File: src/rtl/scsp_ram_arbiter.sv
`default_nettype none
`timescale 1ns/1ps
// ============================================================================
// Module      : scsp_ram_arbiter
// Description : Shares the single 16-bit sound RAM port between the SCSP slot
//               fetch, SCSP DSP, sound CPU and host requesters. Slot and DSP
//               have fixed priority; CPU and host alternate round-robin. A
//               starvation counter forces a CPU/host grant after STARVE_MAX
//               consecutive slot/DSP grants.
// Revision    : 1.0 - initial release
// ============================================================================
module scsp_ram_arbiter #(
  parameter int AW         = 18,
  parameter int STARVE_MAX = 4
) (
  input  logic          i_clk,
  input  logic          i_rst,
  input  logic          i_ce,
  input  logic          i_slot_req,
  input  logic          i_dsp_req,
  input  logic          i_cpu_req,
  input  logic          i_host_req,
  input  logic [AW:1]   i_slot_a,
  input  logic [AW:1]   i_dsp_a,
  input  logic [AW:1]   i_cpu_a,
  input  logic [AW:1]   i_host_a,
  input  logic [15:0]   i_dsp_d,
  input  logic [15:0]   i_cpu_d,
  input  logic [15:0]   i_host_d,
  input  logic [1:0]    i_dsp_we,
  input  logic [1:0]    i_cpu_we,
  input  logic [1:0]    i_host_we,
  output logic          o_slot_ack,
  output logic          o_dsp_ack,
  output logic          o_cpu_ack,
  output logic          o_host_ack,
  output logic [15:0]   o_rd_q,
  output logic [AW:1]   o_ram_a,
  output logic [15:0]   o_ram_d,
  output logic [1:0]    o_ram_we,
  output logic          o_ram_rd,
  output logic          o_ram_cs,
  input  logic [15:0]   i_ram_q,
  input  logic          i_ram_rdy
);

  localparam logic [1:0] C_P_SLOT = 2'd0;
  localparam logic [1:0] C_P_DSP  = 2'd1;
  localparam logic [1:0] C_P_CPU  = 2'd2;
  localparam logic [1:0] C_P_HOST = 2'd3;
  localparam logic [3:0] C_STARVE_MAX = 4'(STARVE_MAX);

  typedef enum logic [0:0] {
    ST_IDLE   = 1'b0,
    ST_ACCESS = 1'b1
  } state_t;

  state_t        r_state;
  logic [1:0]    r_port;     // latched winner of the current access
  logic          r_rr;       // 0 = CPU next, 1 = host next
  logic [3:0]    r_starve;
  logic [3:0]    r_ack;      // {host, cpu, dsp, slot}
  logic [15:0]   r_rd_q;
  logic [AW:1]   r_ram_a;
  logic [15:0]   r_ram_d;
  logic [1:0]    r_ram_we;
  logic          r_ram_rd;
  logic          r_ram_cs;

  logic [3:0]    w_el;
  logic          w_ch_any;
  logic          w_ch_pend;
  logic [1:0]    w_ch_win;
  logic          w_starved;
  logic          w_any;
  logic [1:0]    w_win;
  logic [AW:1]   w_a;
  logic [15:0]   w_d;
  logic [1:0]    w_we;

  // Arbitration: eligibility masking, CPU/host round-robin, starvation override
  always_comb begin
    w_el[0]   = i_slot_req & ~r_ack[0];
    w_el[1]   = i_dsp_req  & ~r_ack[1];
    w_el[2]   = i_cpu_req  & ~r_ack[2];
    w_el[3]   = i_host_req & ~r_ack[3];
    w_ch_any  = w_el[2] | w_el[3];
    w_ch_pend = i_cpu_req | i_host_req;
    w_any     = |w_el;
    if (w_el[2] && w_el[3]) begin
      w_ch_win = r_rr ? C_P_HOST : C_P_CPU;
    end else if (w_el[2]) begin
      w_ch_win = C_P_CPU;
    end else begin
      w_ch_win = C_P_HOST;
    end
    w_starved = (r_starve == C_STARVE_MAX) && w_ch_any;
    if (w_starved) begin
      w_win = w_ch_win;
    end else if (w_el[0]) begin
      w_win = C_P_SLOT;
    end else if (w_el[1]) begin
      w_win = C_P_DSP;
    end else begin
      w_win = w_ch_win;
    end
    case (w_win)
      C_P_SLOT: begin w_a = i_slot_a; w_d = 16'h0000;  w_we = 2'b00;     end
      C_P_DSP:  begin w_a = i_dsp_a;  w_d = i_dsp_d;   w_we = i_dsp_we;  end
      C_P_CPU:  begin w_a = i_cpu_a;  w_d = i_cpu_d;   w_we = i_cpu_we;  end
      default:  begin w_a = i_host_a; w_d = i_host_d;  w_we = i_host_we; end
    endcase
  end

  // Access FSM with registered RAM-side and requester-side outputs
  always_ff @(posedge i_clk) begin
    if (i_rst) begin
      r_state  <= ST_IDLE;
      r_port   <= C_P_SLOT;
      r_rr     <= 1'b0;
      r_starve <= 4'd0;
      r_ack    <= 4'b0000;
      r_rd_q   <= 16'h0000;
      r_ram_a  <= '0;
      r_ram_d  <= 16'h0000;
      r_ram_we <= 2'b00;
      r_ram_rd <= 1'b0;
      r_ram_cs <= 1'b0;
    end else begin
      // ACK is a single-cycle pulse regardless of CE
      r_ack <= 4'b0000;
      if (i_ce) begin
        case (r_state)
          ST_IDLE: begin
            if (w_any) begin
              r_state  <= ST_ACCESS;
              r_port   <= w_win;
              r_ram_cs <= 1'b1;
              r_ram_a  <= w_a;
              r_ram_d  <= w_d;
              r_ram_we <= w_we;
              r_ram_rd <= (w_we == 2'b00);
            end
          end
          ST_ACCESS: begin
            if (i_ram_rdy) begin
              r_state        <= ST_IDLE;
              r_ram_cs       <= 1'b0;
              r_ram_rd       <= 1'b0;
              r_ram_we       <= 2'b00;
              r_ack[r_port]  <= 1'b1;
              if (r_ram_rd) begin
                r_rd_q <= i_ram_q;
              end
            end
          end
          default: r_state <= ST_IDLE;
        endcase

        // Starvation counter and round-robin pointer bookkeeping
        if ((r_state == ST_IDLE) && w_any && w_win[1]) begin
          r_starve <= 4'd0;
          r_rr     <= (w_win == C_P_CPU);
        end else if ((r_state == ST_IDLE) && w_any && w_ch_pend) begin
          if (r_starve != C_STARVE_MAX) begin
            r_starve <= r_starve + 4'd1;
          end
        end else if (!w_ch_pend) begin
          r_starve <= 4'd0;
        end
      end
    end
  end

  assign o_slot_ack = r_ack[0];
  assign o_dsp_ack  = r_ack[1];
  assign o_cpu_ack  = r_ack[2];
  assign o_host_ack = r_ack[3];
  assign o_rd_q     = r_rd_q;
  assign o_ram_a    = r_ram_a;
  assign o_ram_d    = r_ram_d;
  assign o_ram_we   = r_ram_we;
  assign o_ram_rd   = r_ram_rd;
  assign o_ram_cs   = r_ram_cs;

endmodule
`default_nettype wire

File: config.mk
export PLATFORM = sky130hd
export DESIGN_NAME = scsp_ram_arbiter
export DESIGN_NICKNAME = d
export VERILOG_FILES = /design/src/rtl/scsp_ram_arbiter.sv
export SDC_FILE = /design/constraint.sdc
export NUM_CORES = 1
export LEC_CHECK = 0
export ABC_AREA = 0
export BUFFER_PORTS_ARGS = -buffer_cell sky130_fd_sc_hd__buf_2
export CAP_MARGIN = 20
export CORE_MARGIN = 2
export CORE_UTILIZATION = 40
export CTS_CLUSTER_SIZE = 25
export DETAILED_ROUTE_END_ITERATION = 10
export PLACE_DENSITY = 0.86
export SETUP_SLACK_MARGIN = 0.2
export SYNTH_ARGS = -nofsm -noshare
export SYNTH_HDL_FRONTEND = slang
export SYNTH_SLANG_ARGS = --single-unit
File: constraint.sdc
create_clock -name i_clk -period 2.13 [get_ports i_clk]
set_input_delay 0.3195 -clock i_clk [delete_from_list [all_inputs] [get_ports i_clk]]
set_output_delay 0.3195 -clock i_clk [all_outputs]
set_load 0.02 [all_outputs]
==> flow_metrics.tcl <==
set metrics [dict create \
    fin_skew_ps 9.31 \
    final_cells 717 \
    vias_per_cell 5.51 \
    path_clk_slew_ps 80 \
    h-tree-depth 3 \
    drv_slew 0 \
    period_share 0.866 \
    cts_sinks 66 \
    die-area_um2 9560 \
    hold_viol 0 \
    required_ps 2340 \
    cp_max_fo 5 \
    ys_seq_elements 66 \
    grt_pass1_vias 3800 \
    critPathArrivalTime_ps 2060 \
    die_y_um 97.8 \
    hold_ws_ps 212 \
    critPathMaxStageDelay_ps 340 \
    setup.worst_path.start "r_starve[0]" \
    antenna_left 0 \
    timing.fmax_mhz 542 \
    cts_hold_buf 0 \
    setup_viol 0 \
    route.detailed.drc 0 \
    gp_congestion 0.882 \
    ys_warn_count 0 \
    final_common_cell "buf_2" \
    rsz0062_at_grt "true" \
    ys_seq_area_frac 0.376 \
    start_kind "flop" \
    grt_pass1_wl_mm 17.6 \
    cts_buffer_depth 2 \
    drt_iter0_drc 235 \
    synth.net_count 544 \
    netlist_area_um2 3520 \
    synthArstFlopShare 0 \
    status "completed" \
    vdd_ir_drop_max_mv 0.360 \
    antenna_found_initial 0 \
    synthMuxAreaShare 0.0768 \
    antenna_cells 0 \
    cts_root_buf "clkbuf_8" \
    period_needed_ps 1840 \
    worstSkewPairLatency_ps 340 \
    grtUsageTotal 0.224 \
    hold_class "input port to flop" \
    slowest_stage "dfxtp_2" \
    yosys.area_share.simple 0.199 \
    finalCoreUtilization 0.585 \
    synthAdderAreaFrac 0.00711 \
    final_cell_mix "buf_2 (207), dfxtp_1 (64), nor2_1 (44)" \
    ys.flop_type "dfxtp_1" \
    fin_nets 756 \
    path_cells "inv_2 > ha_4 > nand3b_1 > a21oi_4 > buf_12 > nor2_4 > buf_12 > a222oi_1 > a211oi_1" \
    maxCapViolations 0 \
    synthToLayoutAreaGrowth_pct 43.5 \
    synth_xor_area_frac 0.00249 \
    syn_inst 392 \
    grt_max_degree 38 \
    wirelength_mm 11.7 \
    dieWidth_um 97.8 \
    worstMarginPinSlew_ps 486 \
    synth_cell_types 51 \
    dp.cells 693 \
    endpoint_kind "flop" \
    dr.pass1.iters 5 \
    place_hpwl_mm 8.35 \
    p_per_area_nw_per_um2 612 \
    numCtsBuffers 9 \
    hold_start "i_ram_q[6]" \
    p_leak_nw 2.34 \
    r2r-start "r_starve[0]" \
    boundaryPins 208 \
    cts_tree "yes" \
    path_class "flop to flop" \
    max_slew_margin 0.675 \
    totalNegativeSetupSlack_ps 0 \
    core_um2 8640 \
    avgSynthCellArea_um2 8.98 \
    rows 34 \
    drive_gt1_frac 0.468 \
    portBuffers 207 \
    synth_edf_count 0 \
    wl_per_cell_um 16.3 \
    start_util 0.407 \
    route.vias.total 3953 \
    worst_path_most_repeated_cell "buf_12" \
    overflow 0 \
    synth_top_family_by_area "compound AO/OA/AOI/OAI gates" \
    synth_compound_gate_area_share 0.284 \
]
## Yosys cell counts (all sizes together), types with 16 or more instances
| library cell | count | area share |
|---|---|---|
| a222oi | 18 | 0.051 |
| a21boi | 16 | 0.034 |
| mux2 | 18 | 0.077 |
| nand2 | 43 | 0.046 |
| a21oi | 27 | 0.043 |
| dfxtp | 66 | 0.38 |
| o22ai | 17 | 0.030 |
| o32ai | 17 | 0.047 |
| nand2b | 26 | 0.048 |
| nor2 | 46 | 0.053 |
| a211oi | 18 | 0.038 |
| buf | 23 | 0.042 |
## routing by layer
| layer | GRT usage | share of wire |
|---|---|---|
| met3 | 0.0523 | 0.080 |
| met2 | 0.383 | 0.50 |
| met5 | 0 | 0 |
| met4 | 0.106 | 0.028 |
| met1 | 0.268 | 0.40 |
## cells by family after synthesis
family | Yosys count
flip-flops | 66
adder cells (fa/ha/maj) | 2
multiplexers | 18
AND/OR/NAND/NOR | 140
XOR/XNOR | 1
buffers and inverters | 35
AO/OA/AOI/OAI | 130
## path summary, 6_finish.rpt
| path | endpoint | slack (ps) | cells after the start |
|---|---|---|---|
| setup / recovery | o_ram_a[2] | 290 | 9 |
| hold reg to reg | o_rd_q[8] | 460 | 2 |
| setup reg to reg | o_ram_a[2] | 290 | 9 |
| hold / removal | o_rd_q[6] | 210 | 3 |
## through the flow
step / setup WS, ps / total power [mW] / cell area, um2
3_3_place_gp: 179 / 2.03 / 4670
2_1_floorplan: 393 / 1.77 / 3520
6_report: 286 / 3.09 / 5050
5_1_grt: 196 / 3.23 / 5050
3_5_place_dp: 121 / 2.05 / 4670
4_1_cts: 206 / 3.08 / 4850
## critical path, delay by kind of cell (launching register included)
kind / cells / cell delay [ps]
adders and majority gates: 1 / 120
AOI/OAI and AO/OA: 3 / 640
DFF: 1 / 340
buffers and inverters: 3 / 390
and+or+nand+nor: 2 / 220
## report_power, final
part | switching [mW] | leakage [nW] | internal, mW | total, mW
clock network | 0.490 | 0.0893 | 0.537 | 1.03
registers | 0.0381 | 0.540 | 1.30 | 1.34
logic | 0.378 | 1.71 | 0.349 | 0.726
## what timing repair did
action | 4_1_cts | 5_1_grt
setup buffers | 0 | 4
resized for setup | 0 | 11
setup endpoints to repair | 0 | 35
## registers in the layout, summed over array words and instances, names as in the netlist
signal / cells
o_ram_a: 18
o_ram_d: 16
o_rd_q: 16
r_ack: 4
r_starve: 4
o_ram_we: 2
r_port: 2
o_ram_cs: 1
o_ram_rd: 1
r_rr: 1
r_state: 1
## final cells by class
class | instances | area (um2)
timing repair buffer | 232 | 1360
inverter | 4 | 15.0
multi-input combinational | 291 | 2030
clock buffer | 11 | 131
tap | 108 | 135
sequential | 66 | 1320
clock inverter | 5 | 55.1
fill | 741 | 3590
Power figures use the tool's default switching activity.
